===== src/rtl/mdu_controller.sv =====
`default_nettype none
// ============================================================================
// Module      : mdu_controller
// Description : HI/LO multiply-divide unit controller for a MIPS-style EX
//               stage. Multi-cycle MULT/MULTU (MUL_CYCLES latency) and a
//               32-step restoring DIV/DIVU followed by one sign-fix cycle.
//               MTHI/MTLO write in a single cycle; MFHI/MFLO read
//               combinationally. Requests that arrive while busy are stalled.
// Ports       : clock    - rising-edge clock
//               reset    - synchronous, active-high reset
//               start    - EX-stage request valid
//               op       - 0 MULT 1 MULTU 2 DIV 3 DIVU 4 MTHI 5 MTLO 6 MFHI 7 MFLO
//               operand1 - rs: dividend / multiplicand / MT source
//               operand2 - rt: divisor / multiplier
//               stall    - EX must hold the current request
//               busy     - multiply or divide in flight (registered)
//               result   - MFHI/MFLO read data
//               hi, lo   - architectural HI/LO registers
// Options     : MDU_DIV_ZERO_FAST_EN - when defined, divide by zero finishes
//               one cycle after acceptance instead of running the divider.
// Revision    : 1.0 - initial release
// ============================================================================
module mdu_controller #(
    parameter int MUL_CYCLES = 5
) (
    input  logic        clock,
    input  logic        reset,
    input  logic        start,
    input  logic [2:0]  op,
    input  logic [31:0] operand1,
    input  logic [31:0] operand2,
    output logic        stall,
    output logic        busy,
    output logic [31:0] result,
    output logic [31:0] hi,
    output logic [31:0] lo
);

    localparam logic [2:0] c_OP_MULT  = 3'd0;
    localparam logic [2:0] c_OP_MULTU = 3'd1;
    localparam logic [2:0] c_OP_DIV   = 3'd2;
    localparam logic [2:0] c_OP_DIVU  = 3'd3;
    localparam logic [2:0] c_OP_MTHI  = 3'd4;
    localparam logic [2:0] c_OP_MTLO  = 3'd5;

    localparam logic [1:0] c_ST_IDLE    = 2'd0;
    localparam logic [1:0] c_ST_MUL_RUN = 2'd1;
    localparam logic [1:0] c_ST_DIV_RUN = 2'd2;
    localparam logic [1:0] c_ST_DIV_FIX = 2'd3;

    localparam logic [5:0] c_MUL_LOAD = 6'(MUL_CYCLES - 1);
    localparam logic [5:0] c_DIV_LOAD = 6'd31;

    logic [1:0]  r_state;
    logic        r_busy;
    logic [5:0]  r_count;
    logic [31:0] r_opA;
    logic [31:0] r_opB;
    logic        r_mulSigned;
    logic        r_negQ;
    logic        r_negR;
    logic        r_divZero;
    logic [31:0] r_rem;
    logic [31:0] r_quot;
    logic [31:0] r_divisor;
    logic [31:0] r_hi;
    logic [31:0] r_lo;

    logic        w_signedDiv;
    logic [31:0] w_absA;
    logic [31:0] w_absB;
    logic [63:0] w_extA;
    logic [63:0] w_extB;
    logic [63:0] w_product;
    logic [32:0] w_shift;
    logic [32:0] w_diff;
    logic        w_ge;
    logic [31:0] w_remNext;
    logic [31:0] w_quotNext;
    logic [31:0] w_fixHi;
    logic [31:0] w_fixLo;
    logic        w_mfRead;

    // Magnitudes for the divider; 0x80000000 negates to itself, which is
    // the correct unsigned magnitude.
    assign w_signedDiv = (op == c_OP_DIV);
    assign w_absA = (w_signedDiv && operand1[31]) ? (32'd0 - operand1) : operand1;
    assign w_absB = (w_signedDiv && operand2[31]) ? (32'd0 - operand2) : operand2;

    // The low 64 bits of a 64x64 product of sign/zero-extended operands are
    // the exact signed or unsigned 32x32 product.
    assign w_extA    = {{32{r_mulSigned & r_opA[31]}}, r_opA};
    assign w_extB    = {{32{r_mulSigned & r_opB[31]}}, r_opB};
    assign w_product = w_extA * w_extB;

    // Restoring step: the partial remainder is always below the divisor, so
    // the shifted value fits in 33 bits and bit 32 of the difference is the
    // borrow.
    assign w_shift    = {r_rem, r_quot[31]};
    assign w_diff     = w_shift - {1'b0, r_divisor};
    assign w_ge       = ~w_diff[32];
    assign w_remNext  = w_ge ? w_diff[31:0] : w_shift[31:0];
    assign w_quotNext = {r_quot[30:0], w_ge};

    // Divide by zero overrides the divider output in both build variants.
    assign w_fixLo = r_divZero ? 32'hFFFF_FFFF : (r_negQ ? (32'd0 - r_quot) : r_quot);
    assign w_fixHi = r_divZero ? r_opA         : (r_negR ? (32'd0 - r_rem)  : r_rem);

    assign busy     = r_busy;
    assign hi       = r_hi;
    assign lo       = r_lo;
    assign stall    = start && r_busy && !reset;
    assign w_mfRead = start && !r_busy && !reset && (op[2:1] == 2'b11);
    assign result   = w_mfRead ? (op[0] ? r_lo : r_hi) : 32'd0;

    always_ff @(posedge clock) begin
        if (reset) begin
            r_state     <= c_ST_IDLE;
            r_busy      <= 1'b0;
            r_count     <= 6'd0;
            r_opA       <= 32'd0;
            r_opB       <= 32'd0;
            r_mulSigned <= 1'b0;
            r_negQ      <= 1'b0;
            r_negR      <= 1'b0;
            r_divZero   <= 1'b0;
            r_rem       <= 32'd0;
            r_quot      <= 32'd0;
            r_divisor   <= 32'd0;
            r_hi        <= 32'd0;
            r_lo        <= 32'd0;
        end else begin
            case (r_state)
                c_ST_IDLE: begin
                    if (start) begin
                        case (op)
                            c_OP_MULT, c_OP_MULTU: begin
                                r_opA       <= operand1;
                                r_opB       <= operand2;
                                r_mulSigned <= (op == c_OP_MULT);
                                r_count     <= c_MUL_LOAD;
                                r_state     <= c_ST_MUL_RUN;
                                r_busy      <= 1'b1;
                            end
                            c_OP_DIV, c_OP_DIVU: begin
                                r_opA     <= operand1;
                                r_opB     <= operand2;
                                r_rem     <= 32'd0;
                                r_quot    <= w_absA;
                                r_divisor <= w_absB;
                                r_negQ    <= w_signedDiv & (operand1[31] ^ operand2[31]);
                                r_negR    <= w_signedDiv & operand1[31];
                                r_divZero <= (operand2 == 32'd0);
                                r_count   <= c_DIV_LOAD;
                                r_busy    <= 1'b1;
`ifdef MDU_DIV_ZERO_FAST_EN
                                r_state   <= (operand2 == 32'd0) ? c_ST_DIV_FIX : c_ST_DIV_RUN;
`else
                                r_state   <= c_ST_DIV_RUN;
`endif
                            end
                            c_OP_MTHI: r_hi <= operand1;
                            c_OP_MTLO: r_lo <= operand1;
                            default: ;  // MFHI/MFLO only read
                        endcase
                    end
                end
                c_ST_MUL_RUN: begin
                    if (r_count == 6'd0) begin
                        r_hi    <= w_product[63:32];
                        r_lo    <= w_product[31:0];
                        r_state <= c_ST_IDLE;
                        r_busy  <= 1'b0;
                    end else begin
                        r_count <= r_count - 6'd1;
                    end
                end
                c_ST_DIV_RUN: begin
                    r_rem  <= w_remNext;
                    r_quot <= w_quotNext;
                    if (r_count == 6'd0) begin
                        r_state <= c_ST_DIV_FIX;
                    end else begin
                        r_count <= r_count - 6'd1;
                    end
                end
                default: begin  // c_ST_DIV_FIX
                    r_hi    <= w_fixHi;
                    r_lo    <= w_fixLo;
                    r_state <= c_ST_IDLE;
                    r_busy  <= 1'b0;
                end
            endcase
        end
    end

endmodule
`default_nettype wire

===== config.mk =====
export PLATFORM = sky130hd
export DESIGN_NAME = mdu_controller
export DESIGN_NICKNAME = d
export VERILOG_FILES = /design/src/rtl/mdu_controller.sv
export SDC_FILE = /design/constraint.sdc
export NUM_CORES = 2
export LEC_CHECK = 0
export CORE_UTILIZATION = 29
export DETAILED_ROUTE_END_ITERATION = 7
export MAX_ROUTING_LAYER = met4
export RECOVER_POWER = 100
export SYNTH_ARGS = -nofsm -noshare
export SYNTH_HDL_FRONTEND = slang
export SYNTH_SLANG_ARGS = --single-unit

===== constraint.sdc =====
create_clock -name clock -period 11.1 [get_ports clock]
set_input_delay 1.11 -clock clock [delete_from_list [all_inputs] [get_ports clock]]
set_output_delay 1.11 -clock clock [all_outputs]
set_load 0.05 [all_outputs]

==> results.md <==
* Status: complete, but fails checks
* Failing checks: capacitance limit, slew limit
* Commonest non-fill, non-tap cell in the layout: inv_1
* Synth Flop Type: dfxtp_1
* Startpoint Class: flip-flop
* Peak supply drop at 0.0000996 V
* DR vias/cell at 4.95
* M1 GR Usage at 23.1%
* CP max stage cell: clkbuf_1
* Commonest cells after routing, fill and taps aside: inv_1, fa_1, nand2_1, and2_1, a21oi_1
* Worst min path class: flip-flop to flip-flop
* Die area at 0.184 mm2
* DRT Wirelength at 162000 um
* Synth async-reset ratio at 0%
* Largest fanout on the critical path at 26
* CP Capture Point: hi[27]
* R2r endpoint: hi[27]
* Clk pin slew, worst setup/hold paths at 0.06 ns
* GPL Wtd Cong at 0.947
* CTS root buffer: clkbuf_16
* Core Util, Final at 32.0%
* TritonRoute pass-1 iters at 7
* Die W at 429 um
* DRC violations left at 0
* Post-CTS Hold Buffers at 0
* Crit-path most repeated cell: fa_1
* Worst path max stage delay at 1.46 ns
* Max cap viols at 8
* # Post-CTS Setup Buffers at 0
* Hold WS at 0.454 ns
* I/O Buffers at 167
* Number of enable flip-flop cells after synthesis at 0
* Worst path top cell family by delay: adder cells
* Cell area after placement at 0.0568 mm2
* Synth Register Bits at 237
* Largest cells by area after synthesis: fa_1, dfxtp_1, inv_1, nand2_1, ha_1
* Vias in the first global route at 43687
* Slew HR at -206%
* Largest net degree at the start of global routing at 85
* I/O pin count at 168
* Leak at 26.5 nW
* WS Path Type: flip-flop to flip-flop
* Core ar. at 0.181 mm2
* Hpwl dp at 130000 um
* Vias at 42183
* Most Used Layer, Global Route: met2
* First-pass GRT wire length at 256000 um
* Final setup fails at 0
* Final instance area at 0.0578 mm2
* Routed wire per std cell at 19.0 um
* GRT Overall Usage at 18.1%
* Max Slew Vio Count at 361
* Avg Synthesized Cell Area at 8.48 um2
* Xor/xnor share of the synthesized area at 3.54%
* R2R setup slack at 1.55 ns
* R2R cell count at 25
* Antenna violations before repair at 9
* Met2 usage at 29.8%
* R2R Path Start: r_opA[1]
* Biggest area consumer among synthesized cells: fa_1
* Worst endpoint data arrival time at 9.98 ns
* Total negative setup slack at 0 ns
* Grt total ovfl at 0
* Least-Margin Pin Slew at 4.54 ns
* Final std cells w/o fill at 8530
* Critical path origin: r_opA[1]
* Worst Path Required at 11.53 ns
* Later-pin clock latency in the skew report at 0.60 ns
* Setup crit end kind: flip-flop
* Post-Syn Area at 0.0529 mm2
* M3 GR Usage at 2.24%
* WP buf/inv at 6
* Synth warn at 0
* Inst Count DP at 8465
* Post-cts resize count at 0
* Fmax at 105 MHz
* RSZ-0062 raised after global routing: false
* Synth Area in Compound Gates at 9.42%
* Remaining antenna violation count at 0
* Share of the synthesized area in the top cell type at 42.6%
* CTS tree: done
* Rows at 156
* Final net count at 7580
* Main combinational cell family by area after synthesis: adder cells
* CP Depth at 25
* Syn Inst Count at 6244
* Syn nets at 7693
* CTS buffer count at 34
* Starting density of the core at 29.2%
* Die Ht at 429 um
* Final clock skew at 0.0693 ns
* Fraction of layout cells with a size suffix above 1 at 3.01%
* Hold path startpoint: r_divisor[22]
* Drt first-iter violations at 3000
* CTS max path bufs at 3
* Pwr/cell area at 94.0 mW/mm2
* Final Cycle Share at 86.1%
* Distinct cells, synth at 81
* Final Hold Viols at 0
* Fraction of the mapped netlist area in adder cells at 48.6%
* Post-synthesis mux area share at 1.42%
* # clock sinks at 237
* Final worst path period need at 9.55 ns
* Area Overhead vs Synth at 9.28%
* Sequential share of the synthesized area at 8.96%
* H-tree levels at 2
* Synth Area in Simple Gates at 16.8%
[Yosys cell counts, types with 3 or more instances]
library cell and n:
inv_1 1186, fa_1 1126, nand2_1 1077, clkbuf_1 382
and2_1 357, a21oi_1 261, nor2_1 258, ha_1 253
dfxtp_1 237, o21ai_0 184, xnor2_1 116, xor2_1 96
mux2i_1 74, a211oi_1 65, nor3_1 56, a21o_1 53
o31ai_1 39, and3_1 33, nand3_1 31, a221oi_1 30
a311oi_1 25, nand4_1 24, or3_1 24, buf_1 19
o41ai_1 17, or4_1 17, nand2b_1 15, o211ai_1 15
o21a_1 15, or2_2 15, a31oi_1 14, nor2b_1 14
nor4_1 9, o21bai_1 9, a22oi_1 8, a221o_1 7
nor3b_1 7, a31o_2 4, nand3b_1 4, a2111oi_0 3
a21boi_0 3, a32oi_1 3, o221ai_1 3
[tightest hold or removal path, delay by kind of cell, from the launching register on]
family / cells / cell delay [ns]
compound gates: 1 / 0.05
flops: 1 / 0.31
simple gates: 1 / 0.05
[layout make-up]
type                            instances  area [um2]
Antenna cell                            5        12.5
Clock buffer                           46         986
Clock inverter                         14         126
Fill cell                           18862      123000
Inverter                             1187        4460
Multi-Input combinational cell       4414       42200
Sequential cell                       237        4750
Tap cell                             2370        2970
Timing Repair Buffer                  257        2320
[kinds of logic (layout without fill, tap and decap cells)]
| family | Yosys count | count (layout) |
|---|---|---|
| muxes | 75 | 75 |
| adders and majority gates | 1379 | 1379 |
| xor gates and xnor gates | 213 | 213 |
| AOI/OAI and AO/OA | 790 | 790 |
| other | 0 | 5 |
| DFF | 237 | 237 |
| buffers and inverters | 1593 | 1504 |
| and+or+nand+nor | 1957 | 1957 |
[how the worst min path moves through the flow]
stage,to,depth (start not counted),slack [ns]
6_report,r_divisor[22],2,0.45
2_1_floorplan,r_divisor[22],2,0.43
4_1_cts,r_opB[17],2,0.45
3_3_place_gp,r_negQ,2,0.44
5_1_grt,r_opB[17],2,0.47
3_5_place_dp,r_opB[17],2,0.45
[layer usage]
metal	part of all wire, %	up-vias
met2	49	1282
met3	5.9	253
met5	0	-
met4	3.8	0
met1	42	21830
li1	-	18818
[where the power goes]
part | total [W] | switching (W) | internal, W
Combinational | 0.00307 | 0.00208 | 0.000996
Sequential | 0.00126 | 0.000255 | 0.00100
Clock | 0.00111 | 0.000459 | 0.000650
Total | 0.00544 | 0.00279 | 0.00265
[stage by stage]
step,setup WS (ns),power [W]
floorplan,2.87,0.00324
global placement,2.17,0.00430
detailed placement,2.17,0.00433
CTS,2.06,0.00545
global route,1.18,0.00574
finish,1.55,0.00544
[flip-flops by register name, indices dropped and copies added, names as in the netlist, 2 cells and up]
name	flops
r_opA	32
r_state	2
r_count	6
r_divisor	32
r_rem	32
r_quot	32
lo	32
r_opB	32
hi	32
Power figures use the tool's default switching activity.
